`config.mk`:
```
export PLATFORM = sky130hd
export DESIGN_NAME = wr_ptr_gray
export DESIGN_NICKNAME = d
export VERILOG_FILES = /design/src/rtl/fifo_pkg.sv /design/src/rtl/gray_sync.sv /design/src/rtl/wr_ptr_gray.sv
export SDC_FILE = /design/constraint.sdc
export NUM_CORES = 1
export LEC_CHECK = 0
export ABC_AREA = 1
export BUFFER_PORTS_ARGS = -buffer_cell sky130_fd_sc_hd__buf_4
export CAP_MARGIN = 25
export CORE_MARGIN = 3
export CORE_UTILIZATION = 49
export DETAILED_ROUTE_END_ITERATION = 10
export PLACE_DENSITY = 0.72
export RECOVER_POWER = 50
export SLEW_MARGIN = 20
export SYNTH_ARGS = -nofsm -noshare
export SYNTH_HDL_FRONTEND = slang
export SYNTH_SLANG_ARGS = --single-unit
export TNS_END_PERCENT = 1
```
`constraint.sdc`:
```
create_clock -name clk -period 3.4 [get_ports clk]
set_clock_uncertainty 0.2 [all_clocks]
set_input_delay 0 -clock clk [delete_from_list [all_inputs] [get_ports clk]]
set_output_delay 0 -clock clk [all_outputs]
set_load 0.02 [all_outputs]
```
`src/rtl/fifo_pkg.sv`:
```
// Shared helpers for dual-clock FIFO pointer logic: Gray conversions and depth derivation.
package fifo_pkg;

    localparam int unsigned MAX_W = 32;

    function automatic int unsigned depth_of(input int unsigned alen);
        return 32'd1 << alen;
    endfunction

    // Callers zero-extend to MAX_W and truncate the result back to their own width.
    function automatic logic [MAX_W-1:0] bin2gray(input logic [MAX_W-1:0] b);
        return b ^ (b >> 1);
    endfunction

    function automatic logic [MAX_W-1:0] gray2bin(input logic [MAX_W-1:0] g);
        logic [MAX_W-1:0] b;
        b = g;
        for (int i = 1; i < MAX_W; i++) begin
            b = b ^ (g >> i);
        end
        return b;
    endfunction

endpackage

```
`src/rtl/gray_sync.sv`:
```
// Plain flop chain carrying a Gray-coded pointer across a clock domain boundary.
module gray_sync #(
    parameter int unsigned WIDTH       = 4,
    parameter int unsigned SYNC_STAGES = 2
) (
    input  logic             clk,
    input  logic             rstn,
    input  logic [WIDTH-1:0] d,
    output logic [WIDTH-1:0] q
);

    logic [WIDTH-1:0] sync_q [SYNC_STAGES];

    always_ff @(posedge clk or negedge rstn) begin
        if (!rstn) begin
            for (int i = 0; i < int'(SYNC_STAGES); i++) begin
                sync_q[i] <= '0;
            end
        end else begin
            sync_q[0] <= d;
            for (int i = 1; i < int'(SYNC_STAGES); i++) begin
                sync_q[i] <= sync_q[i-1];
            end
        end
    end

    assign q = sync_q[SYNC_STAGES-1];

endmodule

```
`src/rtl/wr_ptr_gray.sv`:
```
// Write-side pointer and flag generator for a dual-clock FIFO.
module wr_ptr_gray
    import fifo_pkg::*;
#(
    parameter int unsigned ALEN        = 8,
    parameter int unsigned SYNC_STAGES = 2
) (
    input  logic            clk,
    input  logic            rstn,
    input  logic            i_wen,
    input  logic [ALEN:0]   i_rptr_gray,
    input  logic [ALEN:0]   i_afull_thresh,
    input  logic            i_ovf_clr,
    output logic [ALEN-1:0] o_waddr,
    output logic            o_ram_wen,
    output logic [ALEN:0]   o_wptr_gray,
    output logic            o_wfull,
    output logic            o_walmost_full,
    output logic [ALEN:0]   o_wlevel,
    output logic            o_overflow
);

    localparam int unsigned PW = ALEN + 1;

    logic [PW-1:0] wptr_bin;
    logic [PW-1:0] wbin_next;
    logic [PW-1:0] wgray_next;
    logic [PW-1:0] rgray_s;
    logic [PW-1:0] rbin_s;
    logic [PW-1:0] full_pattern;
    logic [PW-1:0] level_next;

    gray_sync #(
        .WIDTH       (PW),
        .SYNC_STAGES (SYNC_STAGES)
    ) u_rptr_sync (
        .clk  (clk),
        .rstn (rstn),
        .d    (i_rptr_gray),
        .q    (rgray_s)
    );

    // Accept is combinational so the producer sees no extra latency.
    assign o_ram_wen = i_wen & ~o_wfull;
    assign o_waddr   = wptr_bin[ALEN-1:0];

    assign wbin_next    = wptr_bin + PW'(o_ram_wen);
    assign wgray_next   = PW'(bin2gray(MAX_W'(wbin_next)));
    assign rbin_s       = PW'(gray2bin(MAX_W'(rgray_s)));
    // Full when write Gray equals read Gray with its top two bits inverted.
    assign full_pattern = {~rgray_s[ALEN:ALEN-1], rgray_s[ALEN-2:0]};
    assign level_next   = wbin_next - rbin_s;

    always_ff @(posedge clk or negedge rstn) begin
        if (!rstn) begin
            wptr_bin       <= '0;
            o_wptr_gray    <= '0;
            o_wfull        <= 1'b0;
            o_walmost_full <= 1'b0;
            o_wlevel       <= '0;
        end else begin
            wptr_bin       <= wbin_next;
            o_wptr_gray    <= wgray_next;
            o_wfull        <= (wgray_next == full_pattern);
            o_walmost_full <= (level_next >= i_afull_thresh);
            o_wlevel       <= level_next;
        end
    end

    // Sticky overflow; a new rejected write wins over a clear in the same cycle.
    always_ff @(posedge clk or negedge rstn) begin
        if (!rstn) begin
            o_overflow <= 1'b0;
        end else if (i_wen && o_wfull) begin
            o_overflow <= 1'b1;
        end else if (i_ovf_clr) begin
            o_overflow <= 1'b0;
        end
    end

endmodule
```
==> results by stage, run 1 <==
Logic synthesis:
- After synthesis, the most frequently instantiated cells are sky130_fd_sc_hd__nand2_1, sky130_fd_sc_hd__dfrtp_1, sky130_fd_sc_hd__inv_1.
- Summing every instance area after synthesis gives 2521 µm².
- For this run, the leading register cell type out of synthesis is sky130_fd_sc_hd__dfrtp_1.
- The number of flip-flops and latches in the synthesized netlist is 47.
- Yosys mapped a number of flops with a built-in enable equal to 0.
- The biggest area contributor in the post-synthesis netlist is sky130_fd_sc_hd__dfrtp_1.
- Of all flip-flops after synthesis, the portion carrying an async set or reset was 100.0%.
- The number of different library cells used by synthesis comes to 28.
- The top cell type by area accounts for 46.65% of the synthesized area.
- The sequential fraction of the synthesis area is 46.65%.
- The post-synthesis instance total is 274.
- The post-synthesis average cell area is 9.201 µm².
- In the post-synthesis netlist, the biggest area contributors are sky130_fd_sc_hd__dfrtp_1, sky130_fd_sc_hd__ha_1, sky130_fd_sc_hd__nand2_1.
- The most instantiated library cell after synthesis is sky130_fd_sc_hd__nand2_1.
- For this run, the number of Yosys warnings is 0.
- Counting every net in the synthesized netlist gives 316.

CTS:
- The longest clock path from root to sink contains 2 buffers.
- The clock network latency to the later pin of the worst-skew pair is 300 ps.
- The number of clock sinks is 47.
- TritonCTS built the clock tree.
- The master cell of the clock root buffer is sky130_fd_sc_hd__clkbuf_8.
- In this run the number of H-tree levels came out at 2.
- The post-CTS clock slew at the launch and capture registers of the worst setup and hold paths is 80 ps.
- Clock tree synthesis inserted a total of 5 buffers.

Power and ir drop:
- Summing internal, switching and leakage power gives 3.596 mW.
- In this run, flip-flops and latches consume 23.0% of the power.
- The internal power contribution is 2.044 mW.
- The analysis attributes to cell leakage a power of 1.859 nW.
- The worst vdd rail ir drop is 654.7 µV.
- The power density relative to cell area is 985.9 nW/µm².
- The switching power total is 1.551 mW.
- Of the total power, the clock network draws 11.7%.
- The share of total power dissipated in combinational logic is 65.4%.
- The net switching share of the total power is 43.15%.

Finish:
- The filler cell count is 343.
- The register area is 1177 µm².
- Summing all multi-input logic gate instances after layout gives 1323 µm².
- The total inserted antenna cells is 0.
- The area growth from synthesis to layout is 44.67%.
- The proportion of layout cells with a drive suffix above 1 is 34.46%.
- The net total in the final layout is 424.

Run status:
- The checks that failed: capacitance limit, slew limit, setup timing.
- The run finished, with violations left.

Floorplan:
- The chip height is 77.73 µm.
- The die is 77.73 µm wide.
- Once the floorplan was initialized, standard cells occupied 52.00% of the core.
- The core outline area is 4848 µm².
- Pin placement for this block handled 52 I/O pins.
- The initialized floorplan defines 25 standard-cell rows.
- The total die area is 6042 µm².

STA:
- The final-report hold violation count is 0.
- The final-report max-slew violation count is 48.
- Setup repair after global routing could not meet its margin everywhere.
- The worst hold-check slack is 68.85 ps.
- The worst path uses 102.2% of the clock period.
- Setup violations remaining at the end of the flow were counted as 1.
- The worst-case headroom to the max-slew limit is -58.67%.
- The upper clock frequency limit is 0.2877 GHz.
- The worst path in the final design needs a cycle of 3476 ps, including I/O delays and setup.
- The least setup slack across all paths after layout is -75.80 ps.
- The slew at the pin closest to its max-slew limit is 2380 ps.

Critical path:
- The arrival time at the worst endpoint is 3500 ps.
- Of all nets on the critical path, the largest fanout is 4.
- STA classifies the critical path startpoint as a flop.
- The critical path is of the flop to flop type.
- The worst setup path is captured at a flop.
- The critical path data required time is 3420 ps.

Route:
- The DRC violation count after routing is 0.
- The total number of vias is 2,197.
- The antenna violation net count after detailed routing is 0.
- The detailed router finished its first iteration with 72 violations.
- The post-detailed-route via-to-cell ratio is 4.882.
- The number of detailed-routing iterations run before antenna repair is 4.
- The per-cell routed wire length is 12.64 µm.
- For this block, the routed nets add up to 5.687 mm of wire.

Global route:
- The number of global-route vias before repair is 2,076.
- The maximum number of pins on one net before global-route repair is 48.
- The number of antenna violations at the first check in global routing was 0.
- The total track usage is 18.72%.
- Global routing finished with a remaining overflow of 0.
- The first-pass GRT wire length is 9.066 mm.

Place:
- The quantity of I/O buffers inserted on ports is 51.
- The HPWL after detailed placement is 4.082 mm.
- The congestion estimate from routability-driven global placement came to 0.8728.

Worst hold path:
- The tightest min-delay check is of the input port to flop type.

Run:
- The max capacitance violation total is 1.
## layout by cell type, fill, tap and decap left out, drive strengths merged, types with 13 or more instances in the layout
| cell | instances |
|---|---|
| a21oi | 13 |
| clkbuf | 16 |
| ha | 19 |
| nand2 | 64 |
| buf | 76 |
| dfrtp | 47 |
| nor2 | 20 |
| inv | 41 |
| xor2 | 16 |
| nand3 | 22 |
| dlygate4sd3 | 15 |
## power groups by stage
| stage | registers, mW | logic (mW) | clock network, mW |
|---|---|---|---|
| 2_1_floorplan | 1.00 | 1.09 | 0 |
| 3_3_place_gp | 0.828 | 1.95 | 0 |
| 3_5_place_dp | 0.832 | 1.99 | 0 |
| 4_1_cts | 0.821 | 2.05 | 0.434 |
| 5_1_grt | 0.846 | 2.60 | 0.452 |
| 6_report | 0.826 | 2.35 | 0.419 |
## path summary, 6_finish.rpt
path | from | endpoint | slack (ps) | cells after the start
min in group asynchronous | rstn | o_overflow$_DFFE_PN0P_ | 760 | 2
min reg2reg | u_rptr_sync.sync_q[10]$_DFF_PN0_ | u_rptr_sync.q[1]$_DFF_PN0_ | 150 | 0
max | u_rptr_sync.q[7]$_DFF_PN0_ | o_walmost_full$_DFF_PN0_ | -80 | 16
max reg2reg | u_rptr_sync.q[7]$_DFF_PN0_ | o_walmost_full$_DFF_PN0_ | -80 | 16
min | i_afull_thresh[4] | o_walmost_full$_DFF_PN0_ | 70 | 7
max in group asynchronous | rstn | u_rptr_sync.q[7]$_DFF_PN0_ | 710 | 2
## critical path: stages, from the launching register on
cell                        delay [ps]
sky130_fd_sc_hd__dfrtp_2           480
sky130_fd_sc_hd__xnor2_4           220
sky130_fd_sc_hd__xor2_2            220
sky130_fd_sc_hd__xor2_2            230
sky130_fd_sc_hd__xor2_1            170
sky130_fd_sc_hd__ha_1              290
sky130_fd_sc_hd__a21oi_2           160
sky130_fd_sc_hd__nand2_1           100
sky130_fd_sc_hd__buf_4             150
sky130_fd_sc_hd__nand2_1            60
sky130_fd_sc_hd__o311ai_1          100
sky130_fd_sc_hd__xor2_1            180
sky130_fd_sc_hd__ha_1              370
sky130_fd_sc_hd__nand2_1           100
sky130_fd_sc_hd__nor2_2            140
sky130_fd_sc_hd__nand2_1            70
sky130_fd_sc_hd__o2111ai_2         150
## cell type report
class                   instances  share of cell area (%)
well taps                      67                   2.298
inverters                      41                   4.220
clock buffers                   6                   2.264
repair buffers                101                   21.72
clock inverters                 2                  0.9605
flip-flops and latches         47                   32.28
multi-input cells             186                   36.26
## flip-flops by register name, summed over array words and instances (netlist names)
| signal | count |
|---|---|
| o_wlevel | 9 |
| o_wfull | 1 |
| o_wptr_gray | 9 |
| wptr_bin | 8 |
| u_rptr_sync.q | 9 |
| u_rptr_sync.sync_q | 9 |
| o_overflow | 1 |
| o_walmost_full | 1 |
## per-layer routing
metal / global-route usage [%] / up-vias / part of all wire, %
met2: 32.62 / 43 / 53
li1: - / 1085 / -
met1: 23.69 / 1058 / 42
met5: 0 / - / 0
met4: 5.160 / 0 / 1.2
met3: 3.480 / 11 / 3.9
## kinds of logic (layout without fill, tap and decap cells)
| group | Yosys count | count (layout) | synth area share, % |
|---|---|---|---|
| AO/OA/AOI/OAI | 22 | 22 | 5.112 |
| XOR/XNOR | 29 | 29 | 11.56 |
| adder cells (fa/ha/maj) | 20 | 20 | 10.22 |
| buffers and inverters | 41 | 150 | 6.104 |
| flip-flops | 47 | 47 | 46.65 |
| AND/OR/NAND/NOR | 115 | 115 | 20.35 |
## per-stage QoR
stage | setup slack, ps | cell area [µm²] | utilization (%) | setup TNS (ps) | cells
6_report | -75.80 | 3647 | 75.23 | -75.80 | 450
5_1_grt | -286.8 | 3647 | 75.23 | -286.8 | 450
4_1_cts | 8.712 | 3461 | 71.38 | 0 | 438
3_5_place_dp | -132.5 | 3146 | 64.88 | -132.5 | 412
3_3_place_gp | -82.81 | 3146 | 64.88 | -82.81 | 412
2_1_floorplan | 18.42 | 2529 | - | 0 | 274
## repair_timing
action | CTS | global route
setup buffers | 3 | 12
gates resized for setup | 4 | 17
endpoints found under the setup margin | 1 | 1
pin swaps | 4 | 18
hold endpoints to repair | 59 | 0
hold buffers | 15 | 0
Note: power is estimated with default switching activity, not from simulation.
==> inputs of run 2 (changes only) <==
--- a/config.mk
+++ b/config.mk
@@ -9,9 +9,9 @@
 export BUFFER_PORTS_ARGS = -buffer_cell sky130_fd_sc_hd__buf_4
 export CAP_MARGIN = 25
 export CORE_MARGIN = 3
-export CORE_UTILIZATION = 49
+export CORE_UTILIZATION = 45
 export DETAILED_ROUTE_END_ITERATION = 10
-export PLACE_DENSITY = 0.72
+export PLACE_DENSITY = 0.67
 export RECOVER_POWER = 50
 export SLEW_MARGIN = 20
 export SYNTH_ARGS = -nofsm -noshare
==> run 2 against run 1 <==
  * The flow finishes with violations (capacitance limit, slew limit)
  * Sequential cell count is the same
  * Power down 4.0%
  * Critical path depth increased by 4
  * Utilization is 7.0 points lower
  * Non-clock buffer count is 6 lower
  * Sequential share of layout area rose by 0.48 points
  * Die area is 8.2% higher
==> results by stage, run 2 (synthesis results as in run 1) <==
Critical path:
- The maximum net fanout on the critical path is 4 (unchanged).
- The worst setup path is launched from a flop.
- The critical path data required time is 3430 ps (about the same).
- The kind of end point of the critical path is a flop.
- The worst setup path is of the flop to flop kind.
- The arrival time at the worst endpoint is 3420 ps (-80 ps).

STA:
- The slew at the pin closest to its max-slew limit is 2367 ps (-12.99 ps).
- The final critical-path share of the clock period was 99.84% (-2.4 points).
- The final-report max-slew violation count is 48 (unchanged).
- Setup repair after global routing could not meet its margin everywhere.
- The final-report hold violation count was 0 (unchanged).
- The post-layout minimum cycle time was 3395 ps (-81.26 ps).
- The number of setup violations in the final report is 0 (-1).
- The worst-case headroom to the max-slew limit came to -57.80% (+0.87 points).
- The upper clock frequency limit is 0.2946 GHz (+2.4%).
- The accumulated negative setup slack is 0 ps (+75.80 ps).

Place:
- The quantity of I/O buffers inserted on ports came to 51 (unchanged).
- The total cell area at the placement stage was 3142 µm² (-0.12%).
- The count of placed standard cells including taps is 414 (+0.49%).
- The routability congestion estimate came to 0.8563 (-1.9%).
- The HPWL after detailed placement came to 3.948 mm (-3.3%).

Route:
- The number of design-rule violations left by the first detailed-router iteration came to 106 (+47%).
- The per-cell routed wire length came to 12.02 µm (-4.9%).
- The post-detailed-route via-to-cell ratio was 4.716 (-3.4%).
- The total number of vias came to 2,108 (-4.1%).
- The total routed wirelength is 5.375 mm (-5.5%).
- The antenna violation net count after detailed routing is 0 (unchanged).
- The number of detailed-routing iterations run before antenna repair was 4 (unchanged).
- The DRC violation count after routing came to 0 (unchanged).

CTS:
- The number of buffers on the longest clock path was 2 (unchanged).
- The number of CTS-inserted buffers is 5 (unchanged).
- CTS placed an instance of sky130_fd_sc_hd__clkbuf_8 at the clock tree root.
- The clock tree from TritonCTS is built.
- The post-CTS clock slew at the launch and capture registers of the worst setup and hold paths is 90 ps (about the same).
- The number of clock sinks is 47 (unchanged).
- The clock network latency to the later pin of the worst-skew pair is 310 ps (about the same).
- The number of levels in the clock H-tree is 2 (unchanged).

Global route:
- The number of antenna violations at the first check in global routing is 0 (unchanged).
- The total track usage is 17.25% (-1.5 points).
- The number of global-route vias before repair was 1,914 (-7.8%).
- The global-route congestion overflow total is 0 (unchanged).
- The first-pass GRT wire length is 8.431 mm (-7.0%).
- The maximum number of pins on one net before global-route repair is 48 (unchanged).

Finish:
- The area of the multi-input gates is 1314 µm² (-0.66%).
- The total inserted antenna cells is 0 (unchanged).
- The proportion of layout cells with a drive suffix above 1 is 33.42% (-1.0 points).
- The number of non-filler instances in the completed layout is 447 (-0.67%).
- The register area is 1179 µm² (+0.11%).
- In the layout the commonest cells are sky130_fd_sc_hd__buf_4, sky130_fd_sc_hd__nand2_1, sky130_fd_sc_hd__dfrtp_1.
- The post-synthesis to final-layout area growth is 42.68%.
- The cell area after layout came to 3597 µm² (-1.4%).
- The library cell used most frequently in the layout, excluding fill and tap cells, is sky130_fd_sc_hd__buf_4.
- The filler cell count is 402 (+17%).
- The net total in the final layout is 418 (-1.4%).

Power and ir drop:
- The worst vdd rail ir drop came to 503.5 µV (-23%).
- The power density relative to cell area is 959.2 nW/µm² (-2.7%).
- The leakage power total is 1.830 nW (-1.6%).

Floorplan:
- The starting density of the core came to 47.84% (-4.2 points).
- The core outline area was 5270 µm² (+8.7%).
- The total die area is 6537 µm² (+8.2%).
- The overall die width came to 80.85 µm (+4.0%).
- The standard-cell row count came to 26 (+4.0%).
- The chip height is 80.85 µm (+4.0%).
- The number of top-level design ports is 52 (unchanged).

Run status:
- The run finished, with violations left.
- The final reports fail on capacitance limit, slew limit.

Worst hold path:
- The worst min-delay path class is input port to flop.

Run:
- The max capacitance violation total is 1 (unchanged).
==> run 2: layout make-up <==
cell class                      count  share of cell area (%)
Sequential cell                    47                   32.77
Clock inverter                      3                   1.322
Timing Repair Buffer               95                   20.77
Inverter                           41                   4.278
Clock buffer                        5                   1.913
Multi-Input combinational cell    186                   36.52
Tap cell                           70                   2.435
==> run 2: worst paths after layout <==
check	endpoint	depth (start not counted)	slack, ps	start
max	o_walmost_full$_DFF_PN0_	20	5	u_rptr_sync.q[7]$_DFF_PN0_
min	o_walmost_full$_DFF_PN0_	7	60	i_afull_thresh[4]
max reg2reg	o_walmost_full$_DFF_PN0_	20	5	u_rptr_sync.q[7]$_DFF_PN0_
min reg2reg	u_rptr_sync.q[0]$_DFF_PN0_	0	150	u_rptr_sync.sync_q[9]$_DFF_PN0_
max in group asynchronous	u_rptr_sync.q[6]$_DFF_PN0_	2	730	rstn
min in group asynchronous	wptr_bin[2]$_DFF_PN0_	2	740	rstn
==> run 2: worst max-delay path, stage by stage, from the launching register on <==
cell and delay, ps:
sky130_fd_sc_hd__dfrtp_2 460, sky130_fd_sc_hd__buf_4 160, sky130_fd_sc_hd__xor2_2 160, sky130_fd_sc_hd__xnor2_1 140
sky130_fd_sc_hd__xor2_1 170, sky130_fd_sc_hd__inv_1 70, sky130_fd_sc_hd__ha_1 130, sky130_fd_sc_hd__inv_1 60
sky130_fd_sc_hd__fa_2 340, sky130_fd_sc_hd__nand3_1 80, sky130_fd_sc_hd__nand2_1 70, sky130_fd_sc_hd__a21oi_1 150
sky130_fd_sc_hd__nor2_1 50, sky130_fd_sc_hd__nor2_1 120, sky130_fd_sc_hd__xor2_1 150, sky130_fd_sc_hd__inv_1 100
sky130_fd_sc_hd__ha_4 300, sky130_fd_sc_hd__nand2_1 70, sky130_fd_sc_hd__nor2_2 110, sky130_fd_sc_hd__nand2_1 70
sky130_fd_sc_hd__o2111ai_2 150
==> run 2: power by group <==
part	internal (mW)	total (mW)	switching, mW
Sequential	0.726	0.826	0.0990
Clock	0.223	0.417	0.194
Combinational	1.01	2.21	1.20
Total	1.96	3.45	1.49
==> run 2: timing repair <==
item	CTS	global route
cloned	0	0
pin swaps	5	18
endpoints found under the hold margin	59	0
gates resized for setup	6	15
setup endpoints to repair	1	1
hold buffers	15	0
setup buffers	4	6
==> run 2: layer usage <==
layer / part of all wire [%] / GRT usage (%) / vias to the layer above
li1: - / - / 1073
met3: 5.4 / 4.545 / 7
met1: 43 / 21.20 / 974
met4: 1.7 / 6.926 / 0
met2: 50 / 28.82 / 54
met5: 0 / 0 / -
==> run 2: stage by stage <==
stage,power [mW],hold WS (ps),worst slack [ps],util [%]
finish,3.450,60.41,5.454,68.26
global route,3.750,101.3,-247.8,68.26
CTS,3.290,45.62,0.5749,65.88
detailed placement,2.809,-157.1,-124.4,59.62
global placement,2.774,-162.7,-52.93,59.62
floorplan,2.097,-495.6,18.42,-
==> inputs of run 3 (changes only) <==
--- a/config.mk
+++ b/config.mk
@@ -5,13 +5,12 @@
 export SDC_FILE = /design/constraint.sdc
 export NUM_CORES = 1
 export LEC_CHECK = 0
-export ABC_AREA = 1
 export BUFFER_PORTS_ARGS = -buffer_cell sky130_fd_sc_hd__buf_4
 export CAP_MARGIN = 25
 export CORE_MARGIN = 3
 export CORE_UTILIZATION = 45
 export DETAILED_ROUTE_END_ITERATION = 10
-export PLACE_DENSITY = 0.67
+export PLACE_DENSITY = 0.65
 export RECOVER_POWER = 50
 export SLEW_MARGIN = 20
 export SYNTH_ARGS = -nofsm -noshare
==> constraint.sdc (replaced) <==
create_clock -name clk -period 3.54 [get_ports clk]
set_clock_uncertainty 0.2 [all_clocks]
set_input_delay 0 -clock clk [delete_from_list [all_inputs] [get_ports clk]]
set_output_delay 0 -clock clk [all_outputs]
set_load 0.02 [all_outputs]
==> run 3 against run 2 <==
  * The run ends with capacitance limit, slew limit, setup timing left
  * Synthesized cell count down 28%
  * Power decreased by 15%
  * Register-to-register slack lost 510 ps
  * Via count fell by 21%
  * Critical path depth decreased by 3
  * Critical path type unchanged
==> results by stage, run 3 <==
Finish:
- Leaving out fill and tap cells, the most frequent cell in the layout is sky130_fd_sc_hd__buf_4.
- The total inserted antenna cells is 0 (unchanged).
- The area of the multi-input gates came to 1111 µm² (-15%).
- The number of non-filler instances in the completed layout came to 361 (-19%).
- The post-synthesis to final-layout area growth is 38.38%.
- The net total in the final layout is 335 (-20%).
- The library cells used most frequently in the layout, excluding fill and tap cells, are sky130_fd_sc_hd__buf_4, sky130_fd_sc_hd__dfrtp_1, sky130_fd_sc_hd__xor2_1.
- The register area is 1176 µm² (-0.21%).
- The proportion of layout cells with a drive suffix above 1 is 34.01% (+0.59 points).
- The post-route core utilization came to 66.74% (-1.5 points).
- The filler cell count is 393 (-2.2%).

Critical path:
- Broken down by cell family, the worst path's largest delay share belongs to XOR/XNOR gates.
- The maximum cell stage delay along the critical path came to 390 ps (-70 ps).
- The kind of end point of the critical path is a flop.
- The worst reg-to-reg setup slack is -500 ps (-510 ps).
- Traced cell by cell, the critical path runs through xnor3_2 -> xor3_2 -> xor2_2 -> xor2_1 -> xor2_1 -> buf_4 -> ha_1 -> nor2b_1 -> o21ai_1 -> a21boi_1 -> o21ai_1 -> a211oi_2 -> xnor2_1 -> ha_1 -> a21o_1 -> a21oi_2 -> o21ai_1.
- The number of buffer and inverter instances along the worst setup path was 1 (-3).
- The type of the setup path with the least slack is flop to flop.
- The critical path startpoint category is a flop.
- The maximum net fanout on the critical path came to 2 (-2).
- The cell that appears most often on the critical path is sky130_fd_sc_hd__o21ai_1.
- The cell type of the slowest stage on the worst timing path is sky130_fd_sc_hd__dfrtp_1.
- The arrival time at the worst endpoint is 4030 ps (+610 ps).
- The critical path data required time is 3530 ps (+100 ps).

Logic synthesis:
- The combinational family with the most area after synthesis is XOR/XNOR gates.
- The post-synthesis instance area is 2354 µm² (-6.7%).
- The fraction of synthesized area in multiplexers came to 0.8506% (+0.85 points).
- The sequential fraction of the synthesis area is 49.97% (+3.3 points).
- The share of async-settable or async-resettable flops after synthesis was 100.0% (unchanged).
- The largest total area in the synthesized netlist belongs to sky130_fd_sc_hd__dfrtp_1.
- The number of distinct library cell variants in the gate-level netlist after synthesis was 37 (+32%).
- The number of nets in the synthesized netlist was 239 (-24%).
- The count of synthesis-stage warnings from yosys was 0 (unchanged).
- The post-synthesis adder-cell area fraction came to 10.95% (+0.73 points).
- The post-synthesis simple-gate area fraction is 9.250% (-11 points).
- The post-synthesis average cell area was 11.95 µm² (+30%).
- After synthesis, the most frequently instantiated cells are sky130_fd_sc_hd__dfrtp_1, sky130_fd_sc_hd__xor2_1, sky130_fd_sc_hd__ha_1.
- The most instantiated library cell after synthesis is sky130_fd_sc_hd__dfrtp_1.
- The number of flops mapped to enable cells by yosys was 0 (unchanged).
- The area share of xor/xnor cells in the synthesized design was 17.81% (+6.2 points).
- By area the synthesized netlist is led by sky130_fd_sc_hd__dfrtp_1, sky130_fd_sc_hd__ha_1, sky130_fd_sc_hd__xor2_1.
- The area share of the leading cell type in the synthesized netlist was 49.97% (+3.3 points).
- The number of flip-flops and latches in the synthesized netlist is 47 (unchanged).
- The most instantiated flip-flop cell in the synthesis netlist is sky130_fd_sc_hd__dfrtp_1.
- The compound-gate portion of the synthesized area is 6.805% (+1.7 points).
- The post-synthesis instance total is 197 (-28%).

Power and ir drop:
- The leakage power total is 1.634 nW (-11%).
- The share of total power in sequential cells is 27.2% (+3.3 points).
- The combinational share of power is 62.0% (-2.0 points).
- The overall power after layout is 2.947 mW (-15%).
- The net switching share of the total power was 40.16% (-3.0 points).
- The switching power total was 1.184 mW (-21%).
- The part of the power in the clock network is 10.8% (-1.3 points).
- The power density relative to cell area is 905.0 nW/µm² (-5.6%).
- The internal power contribution is 1.764 mW (-10%).
- The worst vdd rail ir drop is 608.2 µV (+21%).

STA:
- The slew at the pin closest to its max-slew limit is 2467 ps (+100.3 ps).
- The number of setup violations in the final report is 2 (+2).
- The worst-case headroom to the max-slew limit is -64.49% (-6.7 points).
- Setup repair after global routing could not meet its margin everywhere.
- The least setup slack across all paths after layout is -503.9 ps (-509.3 ps).
- The final-report max-slew violation count was 48 (unchanged).
- The final critical-path share of the clock period came to 114.2% (+14 points).
- The post-layout minimum cycle time is 4044 ps (+649.3 ps).
- The accumulated negative setup slack is -629.2 ps (-629.2 ps).
- The upper clock frequency limit is 0.2473 GHz (-16%).
- The final-report hold violation count came to 0 (unchanged).

Route:
- The number of design-rule violations left by the first detailed-router iteration is 25 (-76%).
- The number of detailed-routing iterations run before antenna repair came to 4 (unchanged).
- The total routed wirelength came to 4.329 mm (-19%).
- The total number of vias is 1,661 (-21%).
- The antenna violation net count after detailed routing was 0 (unchanged).
- The DRC violation count after routing is 0 (unchanged).
- The post-detailed-route via-to-cell ratio is 4.601 (-2.4%).
- The per-cell routed wire length is 11.99 µm (-0.27%).

Floorplan:
- The starting density of the core came to 48.23% (+0.39 points).
- The overall die width came to 78.32 µm (-3.1%).
- The chip height was 78.32 µm (-3.1%).
- The standard-cell row count is 25 (-3.8%).
- The number of top-level design ports is 52 (unchanged).
- The core outline area is 4880 µm² (-7.4%).
- The total die area came to 6134 µm² (-6.2%).

Global route:
- The first-pass GRT wire length was 7.596 mm (-9.9%).
- The number of global-route vias before repair came to 1,640 (-14%).
- The number of antenna violations at the first check in global routing came to 0 (unchanged).
- The total track usage is 15.79% (-1.5 points).
- The maximum number of pins on one net before global-route repair came to 48 (unchanged).
- The global-route congestion overflow total is 0 (unchanged).

CTS:
- The clock network latency to the later pin of the worst-skew pair is 290 ps (-20 ps).
- The number of buffers on the longest clock path is 2 (unchanged).
- The tree is rooted in a sky130_fd_sc_hd__clkbuf_8.
- TritonCTS built the clock tree.
- The post-CTS clock slew at the launch and capture registers of the worst setup and hold paths is 90 ps (about the same).
- The number of levels in the clock H-tree is 2 (unchanged).
- The number of CTS-inserted buffers is 5 (unchanged).
- The number of clock sinks was 47 (unchanged).

Place:
- The worst slack after detailed placement is -812.4 ps (-688.0 ps).
- The count of placed standard cells including taps is 333 (-20%).
- The routability congestion estimate is 0.7761 (-9.4%).
- The HPWL after detailed placement is 3.238 mm (-18%).
- The quantity of I/O buffers inserted on ports was 51 (unchanged).

Run status:
- The run finished, with violations left.
- The final reports fail on capacitance limit, slew limit, setup timing.

Worst hold path:
- In this run the worst hold path is classified as input port to flop.

Run:
- The max capacitance violation total is 1 (unchanged).
## run 3: cell count changes in the layout (fill, tap and decap cells not counted), sizes merged, moves of 5 or more
| cell | delta |
|---|---|
| inv | -24 |
| nor2 | -11 |
| xnor2 | +5 |
| nand2 | -53 |
| a21oi | -8 |
| nand3 | -19 |
## run 3: per-stage QoR
stage / cell area [µm²] / hold WS, ps
final: 3257 / 9.505
after floorplan: 2354 / -495.6
after global routing: 3257 / 68.49
after CTS: 3237 / 4.611
after detailed placement: 2950 / -148.9
after global placement: 2950 / -158.4
## run 3: routing by layer
| metal | share of wire, % | vias up | track usage, % |
|---|---|---|---|
| li1 | - | 844 | - |
| met1 | 47 | 767 | 22.29 |
| met2 | 46 | 45 | 23.63 |
| met3 | 5.4 | 5 | 4.358 |
| met4 | 1.2 | 0 | 5.070 |
| met5 | 0 | - | 0 |
## run 3: path summary, 6_finish.rpt
check | to | cells after the start | startpoint
setup / recovery | o_walmost_full$_DFF_PN0_ | 17 | u_rptr_sync.q[6]$_DFF_PN0_
hold / removal | o_walmost_full$_DFF_PN0_ | 5 | i_afull_thresh[6]
setup reg to reg | o_walmost_full$_DFF_PN0_ | 17 | u_rptr_sync.q[6]$_DFF_PN0_
hold reg to reg | u_rptr_sync.q[7]$_DFF_PN0_ | 0 | u_rptr_sync.sync_q[16]$_DFF_PN0_
max in group asynchronous | wptr_bin[5]$_DFF_PN0_ | 2 | rstn
min in group asynchronous | o_overflow$_DFFE_PN0P_ | 2 | rstn
## run 3: cell families after synthesis
group,count (synthesis)
compound gates,25
xor+xnor,41
fa+ha+maj,20
buf+inv,22
flops,47
mux,2
simple gates,40
## run 3: worst min-delay path: stages
cell                       delay, ps
sky130_fd_sc_hd__buf_4           110
sky130_fd_sc_hd__inv_1            50
sky130_fd_sc_hd__ha_1            130
sky130_fd_sc_hd__o211ai_1         80
sky130_fd_sc_hd__o21ai_1         110
## run 3: layout make-up
| cell class | instances | area share [%] |
|---|---|---|
| multi-input combinational | 128 | 34.11 |
| inverter | 18 | 2.075 |
| clock buffer | 5 | 2.113 |
| clock inverter | 3 | 0.6147 |
| sequential | 47 | 36.11 |
| tap | 67 | 2.574 |
| timing repair buffer | 93 | 22.40 |
## run 3: power by group through the flow
stage	combinational, mW	clock [mW]	sequential, mW
CTS	1.83	0.339	0.803
global route	2.02	0.359	0.823
finish	1.83	0.319	0.802
floorplan	0.932	0	0.946
global placement	1.68	0	0.814
detailed placement	1.71	0	0.809
## run 3: timing repair
item	in CTS	in global routing
pin swaps	14	14
setup buffers	4	2
gates resized for setup	11	3
hold endpoints to repair	58	0
gates cloned	0	0
endpoints found under the setup margin	5	7
hold buffers	14	0
